### src/rtl/bgr_ctrl_pkg.sv
// Shared types for the bandgap start-up sequencer: FSM state encoding and
// the retry counter width.
package bgr_ctrl_pkg;

  localparam int unsigned RETRY_W = 3;

  typedef enum logic [2:0] {
    IDLE   = 3'd0,
    KICK   = 3'd1,
    SETTLE = 3'd2,
    CHECK  = 3'd3,
    READY  = 3'd4,
    RETRY  = 3'd5,
    FAULT  = 3'd6
  } bgr_state_t;

endpackage

### src/rtl/bgr_sync2.sv
// Two-flop synchronizer for the asynchronous vbg window comparator flag.
module bgr_sync2 (
  input  logic clk,
  input  logic rst_n,
  input  logic d,
  output logic q
);

  logic meta;

  always_ff @(posedge clk or negedge rst_n) begin
    if (!rst_n) begin
      meta <= 1'b0;
      q    <= 1'b0;
    end else begin
      meta <= d;
      q    <= meta;
    end
  end

endmodule

### src/rtl/bgr_startup_ctrl.sv
// Bandgap start-up sequencer: kicks porst, waits for settling, qualifies the
// synchronized vbg_ok flag, re-kicks a bounded number of times, then faults.
module bgr_startup_ctrl
  import bgr_ctrl_pkg::*;
#(
  parameter int unsigned KICK_CYCLES   = 16,
  parameter int unsigned SETTLE_CYCLES = 1024,
  parameter int unsigned OK_CYCLES     = 8,
  parameter int unsigned MAX_RETRY     = 3,
  parameter int unsigned CNT_W         = 12
) (
  input  logic               clk,
  input  logic               rst_n,
  input  logic               en,
  input  logic               vbg_ok,
  output logic               porst,
  output logic               bgr_ready,
  output logic               fault,
  output logic [RETRY_W-1:0] retry_cnt,
  output logic [2:0]         state_o
);

  localparam logic [CNT_W-1:0]   KICK_LD   = CNT_W'(KICK_CYCLES - 1);
  localparam logic [CNT_W-1:0]   SETTLE_LD = CNT_W'(SETTLE_CYCLES - 1);
  localparam logic [CNT_W-1:0]   OK_MAX    = CNT_W'(OK_CYCLES);
  localparam logic [RETRY_W-1:0] RETRY_MAX = RETRY_W'(MAX_RETRY);

  bgr_state_t         state_q, state_d;
  logic [CNT_W-1:0]   timer_q, timer_d;
  logic [CNT_W-1:0]   okc_q, okc_d, okc_inc;
  logic [RETRY_W-1:0] retry_d;
  logic               ok_s;

  bgr_sync2 u_sync (
    .clk   (clk),
    .rst_n (rst_n),
    .d     (vbg_ok),
    .q     (ok_s)
  );

  assign okc_inc = (okc_q == OK_MAX) ? okc_q : okc_q + 1'b1;
  assign state_o = state_q;

  always_comb begin
    state_d = state_q;
    timer_d = (timer_q != '0) ? timer_q - 1'b1 : timer_q;
    okc_d   = okc_q;
    retry_d = retry_cnt;
    case (state_q)
      IDLE: begin
        if (en) begin
          state_d = KICK;
          timer_d = KICK_LD;
          okc_d   = '0;
          retry_d = '0;
        end
      end
      KICK: begin
        if (timer_q == '0) begin
          state_d = SETTLE;
          timer_d = SETTLE_LD;
        end
      end
      SETTLE: begin
        // The timer is reused as the CHECK qualification window.
        if (timer_q == '0) begin
          state_d = CHECK;
          timer_d = SETTLE_LD;
          okc_d   = '0;
        end
      end
      CHECK: begin
        okc_d = ok_s ? okc_inc : '0;
        if (ok_s && okc_inc == OK_MAX) begin
          state_d = READY;
          okc_d   = '0;
        end else if (timer_q == '0) begin
          state_d = RETRY;
        end
      end
      READY: begin
        okc_d = !ok_s ? okc_inc : '0;
        if (!ok_s && okc_inc == OK_MAX) begin
          state_d = RETRY;
          okc_d   = '0;
        end
      end
      RETRY: begin
        if (retry_cnt == RETRY_MAX) begin
          state_d = FAULT;
        end else begin
          state_d = KICK;
          timer_d = KICK_LD;
          retry_d = retry_cnt + 1'b1;
        end
      end
      FAULT: ;
      default: state_d = IDLE;
    endcase
    if (!en) begin
      state_d = IDLE;
      timer_d = '0;
      okc_d   = '0;
      retry_d = '0;
    end
  end

  always_ff @(posedge clk or negedge rst_n) begin
    if (!rst_n) begin
      state_q   <= IDLE;
      timer_q   <= '0;
      okc_q     <= '0;
      retry_cnt <= '0;
      porst     <= 1'b0;
      bgr_ready <= 1'b0;
      fault     <= 1'b0;
    end else begin
      state_q   <= state_d;
      timer_q   <= timer_d;
      okc_q     <= okc_d;
      retry_cnt <= retry_d;
      porst     <= (state_d == KICK);
      bgr_ready <= (state_d == READY);
      fault     <= (state_d == FAULT);
    end
  end

endmodule

### config.mk
export PLATFORM = sky130hd
export DESIGN_NAME = bgr_startup_ctrl
export DESIGN_NICKNAME = d
export VERILOG_FILES = /design/src/rtl/bgr_ctrl_pkg.sv /design/src/rtl/bgr_sync2.sv /design/src/rtl/bgr_startup_ctrl.sv
export SDC_FILE = /design/constraint.sdc
export NUM_CORES = 1
export LEC_CHECK = 0
export CAP_MARGIN = 20
export CORE_MARGIN = 5
export CORE_UTILIZATION = 47
export DETAILED_ROUTE_END_ITERATION = 8
export PLACE_DENSITY_LB_ADDON = 0.3
export SLEW_MARGIN = 5
export SYNTH_ARGS = -nofsm -noshare
export SYNTH_HDL_FRONTEND = slang
export SYNTH_HIERARCHICAL = 1
export SYNTH_SLANG_ARGS = --single-unit
### constraint.sdc
create_clock -name clk -period 2.6 [get_ports clk]
set_clock_uncertainty 0.15 [all_clocks]
set_input_delay 0.52 -clock clk [delete_from_list [all_inputs] [get_ports clk]]
set_output_delay 0.52 -clock clk [all_outputs]
set_load 0.005 [all_outputs]
==> results of run 1 <==
==> how the worst max path moves through the flow <==
stage                to      from  slack (ns)  cells past startpoint
2_1_floorplan  okc_q[3]  okc_q[0]        0.19                      7
3_3_place_gp   okc_q[3]  okc_q[0]        0.14                      7
3_5_place_dp   okc_q[3]  okc_q[0]        0.07                      7
4_1_cts        okc_q[3]  okc_q[0]        0.06                      7
5_1_grt        okc_q[3]  okc_q[0]        0.01                      7
6_report       okc_q[3]  okc_q[0]        0.12                      7
==> power by group through the flow <==
stage | clock (mW) | combinational (mW) | sequential (mW)
after floorplan | 0 | 0.763 | 0.743
after global placement | 0 | 1.04 | 0.755
after detailed placement | 0 | 1.06 | 0.759
after CTS | 0.403 | 1.07 | 0.752
after global routing | 0.431 | 1.19 | 0.771
final | 0.396 | 1.08 | 0.755
==> synth_stat cells, drive strengths merged (3+ instances only) <==
| master | count |
|---|---|
| a211o | 3 |
| a211oi | 3 |
| a21oi | 15 |
| a22o | 5 |
| a31o | 3 |
| and3 | 5 |
| and4 | 3 |
| buf | 9 |
| clkbuf | 8 |
| dfrtp | 35 |
| ha | 6 |
| inv | 12 |
| mux2i | 4 |
| nand2 | 15 |
| nand2b | 8 |
| nand3 | 10 |
| nand4 | 8 |
| nor2 | 17 |
| nor2b | 4 |
| nor3 | 14 |
| nor4 | 8 |
| o21a | 6 |
| o21ai | 18 |
| o311a | 3 |
| or3 | 5 |
| xnor2 | 4 |
| xor2 | 4 |
==> per-stage QoR <==
stage          hold slack (ns)   util  std cells  setup slack, ns
2_1_floorplan           0.0744      -        264            0.192
3_3_place_gp             0.183  0.521        344            0.137
3_5_place_dp             0.195  0.521        344           0.0717
4_1_cts                  0.189  0.537        352           0.0613
5_1_grt                  0.225  0.539        353          0.00991
6_report                 0.162  0.539        353            0.124
==> cell type report <==
cell class,count,area [um2],area share
multi-input combinational,200,1390,0.512
clock buffer,7,76.3,0.0281
sequential,35,876,0.322
inverter,12,45.0,0.0166
clock inverter,1,5.00,0.00184
timing repair buffer,28,235,0.0866
tap,70,87.6,0.0322
==> timing repair <==
item                       in CTS  in global routing
setup endpoints to repair       0                  4
buffers inserted                0                  1
hold buffers                    0                  0
resized for setup               0                  1
hold endpoints to repair        0                  0
==> state kept, by name (all words and copies together), names as in the netlist <==
signal / cells
porst: 1
okc_q: 12
timer_q: 12
fault: 1
u_sync/q: 1
state_o: 3
retry_cnt: 3
bgr_ready: 1
u_sync/meta: 1
==> cells by family after synthesis <==
logic type,after synthesis,share of synthesized area
simple gates,107,0.268
compound gates,74,0.227
flops,35,0.364
buf+inv,29,0.0597
xor+xnor,8,0.0291
fa+ha+maj,6,0.0312
mux,5,0.0213
==> layer usage <==
layer / GRT usage / vias up
met2: 0.280 / 66
met4: 0.0847 / 0
li1: - / 1025
met5: 0 / -
met1: 0.283 / 1008
met3: 0.0417 / 12
==> reports/results.ini, run 1 <==
[synthesis]
synth_edf_count = 0
yosysTopAreaCell = dfrtp_1
synth_flop_cell = dfrtp_1
synth-seq-area-share = 0.364
synth_top_area_share = 0.364
synth_nets = 274
yosysUniqueCellTypes = 63
synth_area_um2 = 2410
synth-async-reset-ratio = 1.00
synth-seq-cells = 35
netlist_top_cells_area = dfrtp_1 36%, ha_1 3.1%, o21ai_0 3.1%
syn_area_per_cell_um2 = 9.12
ys_warn_count = 6
syn_inst = 264

[finish]
fin_area_um2 = 2720
area_delta_synth_final_pct = 12.8
diodes = 0
nNetsFinal = 292
layout_common_cells = 35 x dfrtp_1, 17 x nor2_1, 16 x buf_4
drive_gt1_frac = 0.141
nFillCells = 461
layout_commonest_cell = dfrtp_1

[power]
clkPwrFrac = 0.178
switching_share = 0.403
switchingPower_uw = 899
p_seq_frac = 0.339
ir_drop_v = 0.000429
p_int_mw = 1.33
combPwrFrac = 0.483
p_leak_nw = 1.16
report.power.total_mw = 2.23
power_density_nw_per_um2 = 820

[clock_network]
cts_sinks = 35
cts_max_level = 2
cts_buffers = 5
cts_tree = built
root_buffer = clkbuf_8
clock_path_buffers = 2
clkLatencyLatePin_ns = 0.30
clk_pin_slew_ns = 0.08

[floorplan]
start_util = 0.478
die_h_um = 81.6
die-width_um = 81.6
die_area_um2 = 6660
rows = 26
io_pins = 13
core-area_um2 = 5040

[run_status]
outcome = finished, final reports clean

[placed_design]
dp_hpwl_um = 4060
gp_congestion = 0.895
io_buffers = 12
place_area_um2 = 2630

[setup_path]
slowest_delay_ns = 0.41
cp_num_buf_inv = 0
cpMaxStageDelayCell = dfrtp_1
rr_endpoint = okc_q[3]
crit_arrival_ns = 2.51
cp.required_ns = 2.63
cp_top_family = compound AO/OA/AOI/OAI gates
r2r-start = okc_q[0]
cp_max_fo = 6
ff2ff_path_depth = 7
cp-start-kind = flop
cp_cell_sequence = ha_2, and4_4, a31o_1, a2111oi_2, and4b_4, a21oi_2, a221o_1
ff2ff_setup_slack_ns = 0.12
worstSetupPathType = flop to flop
crit_path_end_kind = flop

[sta]
fmax_mhz = 404
worst_slew_pin_slew_ns = 0.795
grt_setup_unrepaired = false
drv_slew = 0
hold_viol = 0
setup_tns_ns = 0
fin_crit_sh = 0.952
setup_viol = 0
fin_crit_ns = 2.48
timing.slew.headroom = 0.470

[route]
m1WireLength_um = 2800
ant_nets = 0
route.met2.wl_um = 2560
route.met3.wl_um = 270
dr.max_layer_used = met4
wl_um = 5760
drt_iter0_markers = 220
remaining_drc_errors = 0
firstDrtPassIters = 4
vias_per_cell = 5.98
dr_total_vias = 2111
wl_per_cell_um = 16.3

[global_routing]
grt_max_degree = 36
grt.overflow.total = 0
antenna_found_initial = 0
grt_first_pass_wirelength_um = 9960
grtUsageTotal = 0.196
grt_pass1_vias = 1974

[flow_run]
max_cap_viol_count = 0

[worst_hold_path]
hold_path.class = input port to async pin

(Power assumes the default switching activity.)
==> run 2: changes to the inputs <==
--- a/config.mk
+++ b/config.mk
@@ -7,7 +7,7 @@
 export LEC_CHECK = 0
 export CAP_MARGIN = 20
 export CORE_MARGIN = 5
-export CORE_UTILIZATION = 47
+export CORE_UTILIZATION = 56
 export DETAILED_ROUTE_END_ITERATION = 8
 export PLACE_DENSITY_LB_ADDON = 0.3
 export SLEW_MARGIN = 5
==> reports/results.ini, run 2 (same netlist as run 1, synthesis figures left out) <==
[global_routing]
grt_first_pass_wirelength_um = 9700
grtUsageTotal = 0.222
grt_max_degree = 36
grt_pass1_vias = 2035
antenna_found_initial = 0
grt.overflow.total = 0

[sta]
worst_slew_pin_slew_ns = 0.981
whs_ns = 0.160
fin_crit_ns = 2.52
setup_viol = 0
fin_crit_sh = 0.969
drv_slew = 0
hold_viol = 0
setup_tns_ns = 0
fmax_mhz = 397
timing.slew.headroom = 0.344

[setup_path]
r2r-start = okc_q[0]
ff2ff_path_depth = 7
cp.required_ns = 2.61
crit_arrival_ns = 2.53
cp-start-kind = flop
crit_start = okc_q[0]
worstSetupPathType = flop to flop
crit_path_end_kind = flop
cp_max_fo = 6

[clock_network]
root_buffer = clkbuf_8
cts_max_level = 2
clock_path_buffers = 2
clk_pin_slew_ns = 0.07
clkLatencyLatePin_ns = 0.29
cts_tree = built
cts_buffers = 5
hold_buffers = 0
cts_sinks = 35

[floorplan]
start_util = 0.589
die-width_um = 75.6
io_pins = 13
die_area_um2 = 5710
rows = 23
core-area_um2 = 4090
die_h_um = 75.6

[route]
wl_um = 5680
drt_iter0_markers = 170
vias_per_cell = 6.43
ant_nets = 0
dr_total_vias = 2117
wl_per_cell_um = 17.3
firstDrtPassIters = 4
remaining_drc_errors = 0

[power]
power_density_nw_per_um2 = 845
report.power.total_mw = 2.29
p_leak_nw = 1.15
ir_drop_v = 0.000471

[finish]
nNetsFinal = 288
area_delta_synth_final_pct = 12.4
layout_common_cells = 34 x dfrtp_1, 17 x nor2_1, 15 x o21ai_0, 15 x nand2_1, 14 x nor3_1
diodes = 0
post-route-util = 0.662
nFillCells = 333
drive_gt1_frac = 0.147
reg_top3 = okc_q (12), timer_q (12)
layout_commonest_cell = dfrtp_1

[placed_design]
io_buffers = 12
dp_hpwl_um = 3840
gp_congestion = 0.881

[worst_hold_path]
hold_path.class = input port to async pin

[flow_run]
max_cap_viol_count = 0

[run_status]
outcome = finished, final reports clean

run 2: through the flow:
step	setup WS (ns)	cell area (um2)	std cells
after global routing	-0.0511	2710	329
final	0.0800	2710	329
after detailed placement	0.0476	2570	320
after global placement	0.122	2570	320
after CTS	0.00538	2670	328
after floorplan	0.192	2410	264
run 2: final cells by class:
class / instances / area, um2 / area share
clock buffer: 7 / 86.3 / 0.0319
tap: 50 / 62.6 / 0.0231
inverter: 12 / 45.0 / 0.0166
multi-input combinational: 200 / 1420 / 0.525
sequential: 35 / 877 / 0.324
timing repair buffer: 24 / 205 / 0.0758
clock inverter: 1 / 8.76 / 0.00324
run 2: repair_timing:
| action | 4_1_cts | 5_1_grt |
|---|---|---|
| gates resized for setup | 0 | 6 |
| buffers inserted | 0 | 1 |
| setup endpoints to repair | 0 | 6 |
run 2: critical path, stage by stage (launching register included):
cell,delay [ns]
dfrtp_2,0.40
ha_2,0.24
and4_4,0.27
nand4_1,0.13
a2111oi_2,0.39
and4b_4,0.33
a21oi_2,0.11
a221o_1,0.37
run 2: power breakdown:
part / internal [mW] / switching (mW) / total, mW / leakage (nW)
logic: 0.507 / 0.566 / 1.07 / 0.627
registers: 0.637 / 0.161 / 0.798 / 0.470
clock network: 0.217 / 0.199 / 0.416 / 0.0484
run 2: path summary, 6_finish.rpt:
path | to | slack, ns
max | okc_q[3] | 0.08
min | okc_q[2] | 0.16
max reg2reg | okc_q[3] | 0.08
min reg2reg | u_sync/q | 0.21
max in group asynchronous | okc_q[0] | 1.60
min in group clk | u_sync/q | 0.21
run 2: metal layers:
layer,part of all wire,wire length (um),GRT usage
met5,0,0,0
met4,0.018,104,0.0932
met3,0.074,421,0.0475
met2,0.44,2480,0.305
met1,0.47,2680,0.334
==> RTL edit 1 (config.mk and constraints of run 2) <==
The output `fault` loses its register stage (`fault` becomes a continuous assignment).
--- a/src/rtl/bgr_startup_ctrl.sv
+++ b/src/rtl/bgr_startup_ctrl.sv
@@ -113,7 +113,6 @@
       retry_cnt <= '0;
       porst     <= 1'b0;
       bgr_ready <= 1'b0;
-      fault     <= 1'b0;
     end else begin
       state_q   <= state_d;
       timer_q   <= timer_d;
@@ -121,9 +120,10 @@
       retry_cnt <= retry_d;
       porst     <= (state_d == KICK);
       bgr_ready <= (state_d == READY);
-      fault     <= (state_d == FAULT);
     end
   end
 
+  assign fault = (state_d == FAULT);
+
 endmodule
 
Behaviour: same outputs for any inputs over 10 cycles, from zero or initial values and one cycle with rst_n low; that may be too few to reach the edited logic, so the function may still have changed.
==> RTL edit 1 against run 2 <==
Synthesized area shrank 1.0%. Hold slack better by 0.050 ns. Setup slack better by 0.072 ns. Via count shrank 0.61%. Sequential cell count fell by 1. Final area rose by 0.65%. Power decreased by 2.6%. Wire length is 1.6% lower. Critical path type unchanged. Largest power group unchanged.
==> RTL edit 1: results (changes against run 2) <==
INFO  metric grtUsageMet2 = 34.6% (was 30.5%)
INFO  metric placed_cells = 319 (was 320)
INFO  metric holdPathEnd = u_sync/q
INFO  metric cellLeakagePower = 1.17 nW (was 1.15 nW)
INFO  metric gpl.final_weighted_congestion = 0.889 (was 0.881)
INFO  metric grt.total_usage = 22.8% (was 22.2%)
INFO  metric gr-usage-met1 = 32.7% (was 33.4%)
INFO  metric worst-r2r-setup-slack = 0.15 ns (was 0.08 ns)
INFO  metric grt_util_met3 = 5.34% (was 4.75%)
INFO  metric slew_headroom = 49.3% (was 34.4%)
INFO  metric global_route_wire_length_before_repair = 9950 um (was 9700 um)
INFO  metric clock_transition_time_at_the_flip_flop_clock_pins_of_the_worst_setup_and_hold_paths = 0.07 ns (about the same)
INFO  metric drive_above_1_share = 16.0% (was 14.7%)
INFO  metric pin_count_of_the_biggest_net_entering_global_routing = 35 (was 36)
INFO  metric worst_r2r_startpoint = okc_q[1] (was okc_q[0])
INFO  metric cts.repair_timing.setup_buffer_count = 1 (was 0)
INFO  metric synthCells = 263 (was 264)
INFO  metric worst_ep_arrival_time = 2.48 ns (was 2.53 ns)
INFO  metric netlist_top_cells_area = sky130_fd_sc_hd__dfrtp_1 36%, sky130_fd_sc_hd__ha_1 3.1%, sky130_fd_sc_hd__o21ai_0 3.1% (unchanged)
INFO  metric max_rail_drop_vdd = 540 uV (was 471 uV)
INFO  metric vias_per_cell = 6.34 (was 6.43)
INFO  metric post_syn_nets = 273 (was 274)
INFO  metric synth.cells.most_frequent = 34 x sky130_fd_sc_hd__dfrtp_1, 17 x sky130_fd_sc_hd__nor2_1, 15 x sky130_fd_sc_hd__nand2_1, 15 x sky130_fd_sc_hd__o21ai_0 (was 35 x sky130_fd_sc_hd__dfrtp_1, 17 x sky130_fd_sc_hd__nor2_1, 15 x sky130_fd_sc_hd__nand2_1, 15 x sky130_fd_sc_hd__o21ai_0)
INFO  metric timing.hold.worst.class = flip-flop to flip-flop (was input port to asynchronous set/reset pin)
INFO  metric first_iter_violations = 181 (was 170)
INFO  metric status = finished, final reports clean (unchanged)
INFO  metric hold-worst-slack = 0.211 ns (was 0.160 ns)
INFO  metric nNetsFinal = 291 (was 288)
INFO  metric clock_tree.htree_level_count = 2 (unchanged)
INFO  metric synth.yosys.seq_area_share = 35.7% (was 36.4%)
INFO  metric ctsResizeCount = 1 (was 0)
INFO  metric totalWireLength = 5590 um (was 5680 um)
[RTL edit 1: per-layer routing]
| metal | vias up | share of wire (%) |
|---|---|---|
| li1 | 1023 | - |
| met1 | 1003 | 48 |
| met2 | 71 | 44 |
| met3 | 7 | 6.5 |
| met4 | 0 | 1.0 |
| met5 | - | 0 |
[RTL edit 1: critical path, stage by stage, from the launching register on]
cell,delay (ns)
sky130_fd_sc_hd__dfrtp_1,0.41
sky130_fd_sc_hd__buf_4,0.16
sky130_fd_sc_hd__inv_1,0.05
sky130_fd_sc_hd__ha_1,0.29
sky130_fd_sc_hd__or2_1,0.26
sky130_fd_sc_hd__a2111oi_2,0.22
sky130_fd_sc_hd__and4b_4,0.33
sky130_fd_sc_hd__a21oi_2,0.10
sky130_fd_sc_hd__a221o_1,0.35
[RTL edit 1: power groups by stage]
stage          Clock [mW]  Combinational, mW  Sequential [mW]
6_report            0.405               1.06            0.764
5_1_grt             0.439               1.19            0.779
4_1_cts             0.417               1.03            0.754
3_5_place_dp            0               1.02            0.764
3_3_place_gp            0               1.00            0.758
2_1_floorplan           0              0.763            0.727
[RTL edit 1: metrics by stage]
stage	total power, mW	util, %	setup WS [ns]	cell area (um2)	setup TNS [ns]
2_1_floorplan	1.49	-	0.192	2380	0
3_3_place_gp	1.76	62.8	0.141	2550	0
3_5_place_dp	1.78	62.8	0.0689	2550	0
4_1_cts	2.20	65.3	0.0160	2650	0
5_1_grt	2.41	67.1	-0.000505	2720	-0.000505
6_report	2.23	67.1	0.152	2720	0
[RTL edit 1: worst max-delay path by stage]
stage | start | endpoint | slack [ns] | cells after the start
global route | okc_q[2] | okc_q[3] | -0.0005 | 6
finish | okc_q[1] | okc_q[3] | 0.15 | 8
global placement | okc_q[0] | okc_q[3] | 0.14 | 7
detailed placement | okc_q[0] | okc_q[3] | 0.07 | 7
floorplan | okc_q[0] | okc_q[3] | 0.19 | 7
CTS | retry_cnt[1] | fault | 0.02 | 6
[RTL edit 1: logic make-up after synthesis]
| logic type | synth area share (%) |
|---|---|
| multiplexers | 2.15 |
| flip-flops | 35.7 |
| adder cells (fa/ha/maj) | 3.15 |
| XOR/XNOR | 2.94 |
| buffers and inverters | 6.04 |
| AO/OA/AOI/OAI | 22.9 |
| AND/OR/NAND/NOR | 27.1 |
[RTL edit 1: area by class of cell]
| class | instances | area (um2) |
|---|---|---|
| Clock buffer | 7 | 86.3 |
| Clock inverter | 1 | 5.00 |
| Fill cell | 319 | 1330 |
| Inverter | 12 | 45.0 |
| Multi-Input combinational cell | 200 | 1430 |
| Sequential cell | 34 | 853 |
| Tap cell | 50 | 62.6 |
| Timing Repair Buffer | 28 | 243 |
==> RTL edit 2 (flow settings as in run 2) <==
Made on the original files. The package constant `RETRY_W` goes from 3 to 2.
--- a/src/rtl/bgr_ctrl_pkg.sv
+++ b/src/rtl/bgr_ctrl_pkg.sv
@@ -2,7 +2,7 @@
 // the retry counter width.
 package bgr_ctrl_pkg;
 
-  localparam int unsigned RETRY_W = 3;
+  localparam int unsigned RETRY_W = 2;
 
   typedef enum logic [2:0] {
     IDLE   = 3'd0,
Interface: changed (resized retry_cnt); port bits go from 13 to 12. No check against the original RTL was run, so the function may have changed too.
==> RTL edit 2 against run 2 <==
Final area grew 0.18%. Sequential cell count shrank 1. Synthesized cell count fell by 2.7%. Utilization increased by 2.5 points. Setup slack improved by 0.025 ns. Wire length decreased by 6.4%. Power shrank 2.2%. Synthesized area fell by 6.3%. Largest power group unchanged.
==> RTL edit 2: results (changes against run 2) <==
INFO  metric share_clk_of_total_power = 18.4% (was 18.2%)
INFO  metric timing.critical_path.slowest_stage_cell = sky130_fd_sc_hd__dfrtp_1 (was sky130_fd_sc_hd__dfrtp_2)
INFO  metric setup_ws_pre_cts = 0.0336 ns (was 0.0476 ns)
INFO  metric status = finished, final reports clean (unchanged)
INFO  metric inverters = 9 (was 12)
INFO  metric slew_headroom = 61.3% (was 34.4%)
INFO  metric first_iter_violations = 197 (was 170)
INFO  metric grt_pass1_vias = 1865 (was 2035)
INFO  metric area_share_nonclk_buffers = 11.8% (was 7.58%)
INFO  metric fraction_of_area_in_registers = 31.4% (was 32.4%)
INFO  metric synth_mux_area_share = 2.44% (was 2.13%)
INFO  metric p_sw = 0.878 mW (was 0.926 mW)
INFO  metric grt.total_usage = 21.4% (was 22.2%)
INFO  metric gpl.final_weighted_congestion = 0.926 (was 0.881)
INFO  metric nNonClkBuffers = 39 (was 24)
INFO  metric timing.critical_path.max_delay_family = simple AND/OR/NAND/NOR gates (was compound AO/OA/AOI/OAI gates)
INFO  metric post_syn_nets = 266 (was 274)
INFO  metric count_of_buffers_from_port_buffering = 11 (was 12)
INFO  metric hold-worst-slack = 0.208 ns (was 0.160 ns)
INFO  metric dp_hpwl = 3710 um (was 3840 um)
INFO  metric timing.critical_path.to = okc_q[5] (was okc_q[3])
INFO  metric cellLeakagePower = 1.14 nW (was 1.15 nW)
INFO  metric drive_above_1_share = 20.0% (was 14.7%)
INFO  metric route.vias.total = 2013 (was 2117)
INFO  metric layout-area-overhead-vs-synth = 20.1% (was 12.4%)
INFO  metric power.density = 825 nW/um2 (was 845 nW/um2)
INFO  metric nNetsFinal = 298 (was 288)
INFO  metric yosys.area_share.xor_xnor = 3.10% (was 2.91%)
INFO  metric cp_slowest_stage_delay = 0.43 ns (was 0.40 ns)
INFO  metric synth.cells.most_frequent = 34 x sky130_fd_sc_hd__dfrtp_1, 25 x sky130_fd_sc_hd__nor2_1, 22 x sky130_fd_sc_hd__nand2_1 (was 35 x sky130_fd_sc_hd__dfrtp_1, 17 x sky130_fd_sc_hd__nor2_1, 15 x sky130_fd_sc_hd__nand2_1, 15 x sky130_fd_sc_hd__o21ai_0)
INFO  metric synthCells = 257 (was 264)
INFO  metric max_rail_drop_vdd = 607 uV (was 471 uV)
INFO  metric multiInputGateArea = 1350 um2 (was 1420 um2)
INFO  metric synth_area_in_compound_gates = 20.2% (was 22.7%)
INFO  metric finish.cell_count_without_fillers = 340 (was 329)
INFO  metric synth_adder_area_share = 3.22% (was 3.12%)
INFO  metric clock_sink_count = 34 (was 35)
INFO  metric cells_on_worst_reg2reg_path = 9 (was 7)
[RTL edit 2: cell count changes in the layout (fill, tap and decap cells not counted), moves of 3 or more]
cell                      delta
sky130_fd_sc_hd__a211o_1     -3
sky130_fd_sc_hd__a22o_1      -5
sky130_fd_sc_hd__a31oi_1     +3
sky130_fd_sc_hd__buf_4      +16
sky130_fd_sc_hd__inv_1       -3
sky130_fd_sc_hd__nand2_1     +7
sky130_fd_sc_hd__nand3_1     +3
sky130_fd_sc_hd__nand4_1     -5
sky130_fd_sc_hd__nor2_1      +8
sky130_fd_sc_hd__nor3_1      -4
sky130_fd_sc_hd__nor4_1      -3
sky130_fd_sc_hd__nor4_2      -3
sky130_fd_sc_hd__o311a_1     -3
[RTL edit 2: routing by layer]
metal  vias up  share of wire, %  global-route usage (%)
li1        995                 -                       -
met1       962                48                    30.4
met2        48                46                    33.1
met3         8               4.7                    4.24
met4         0               1.3                    6.04
met5         -                 0                       0
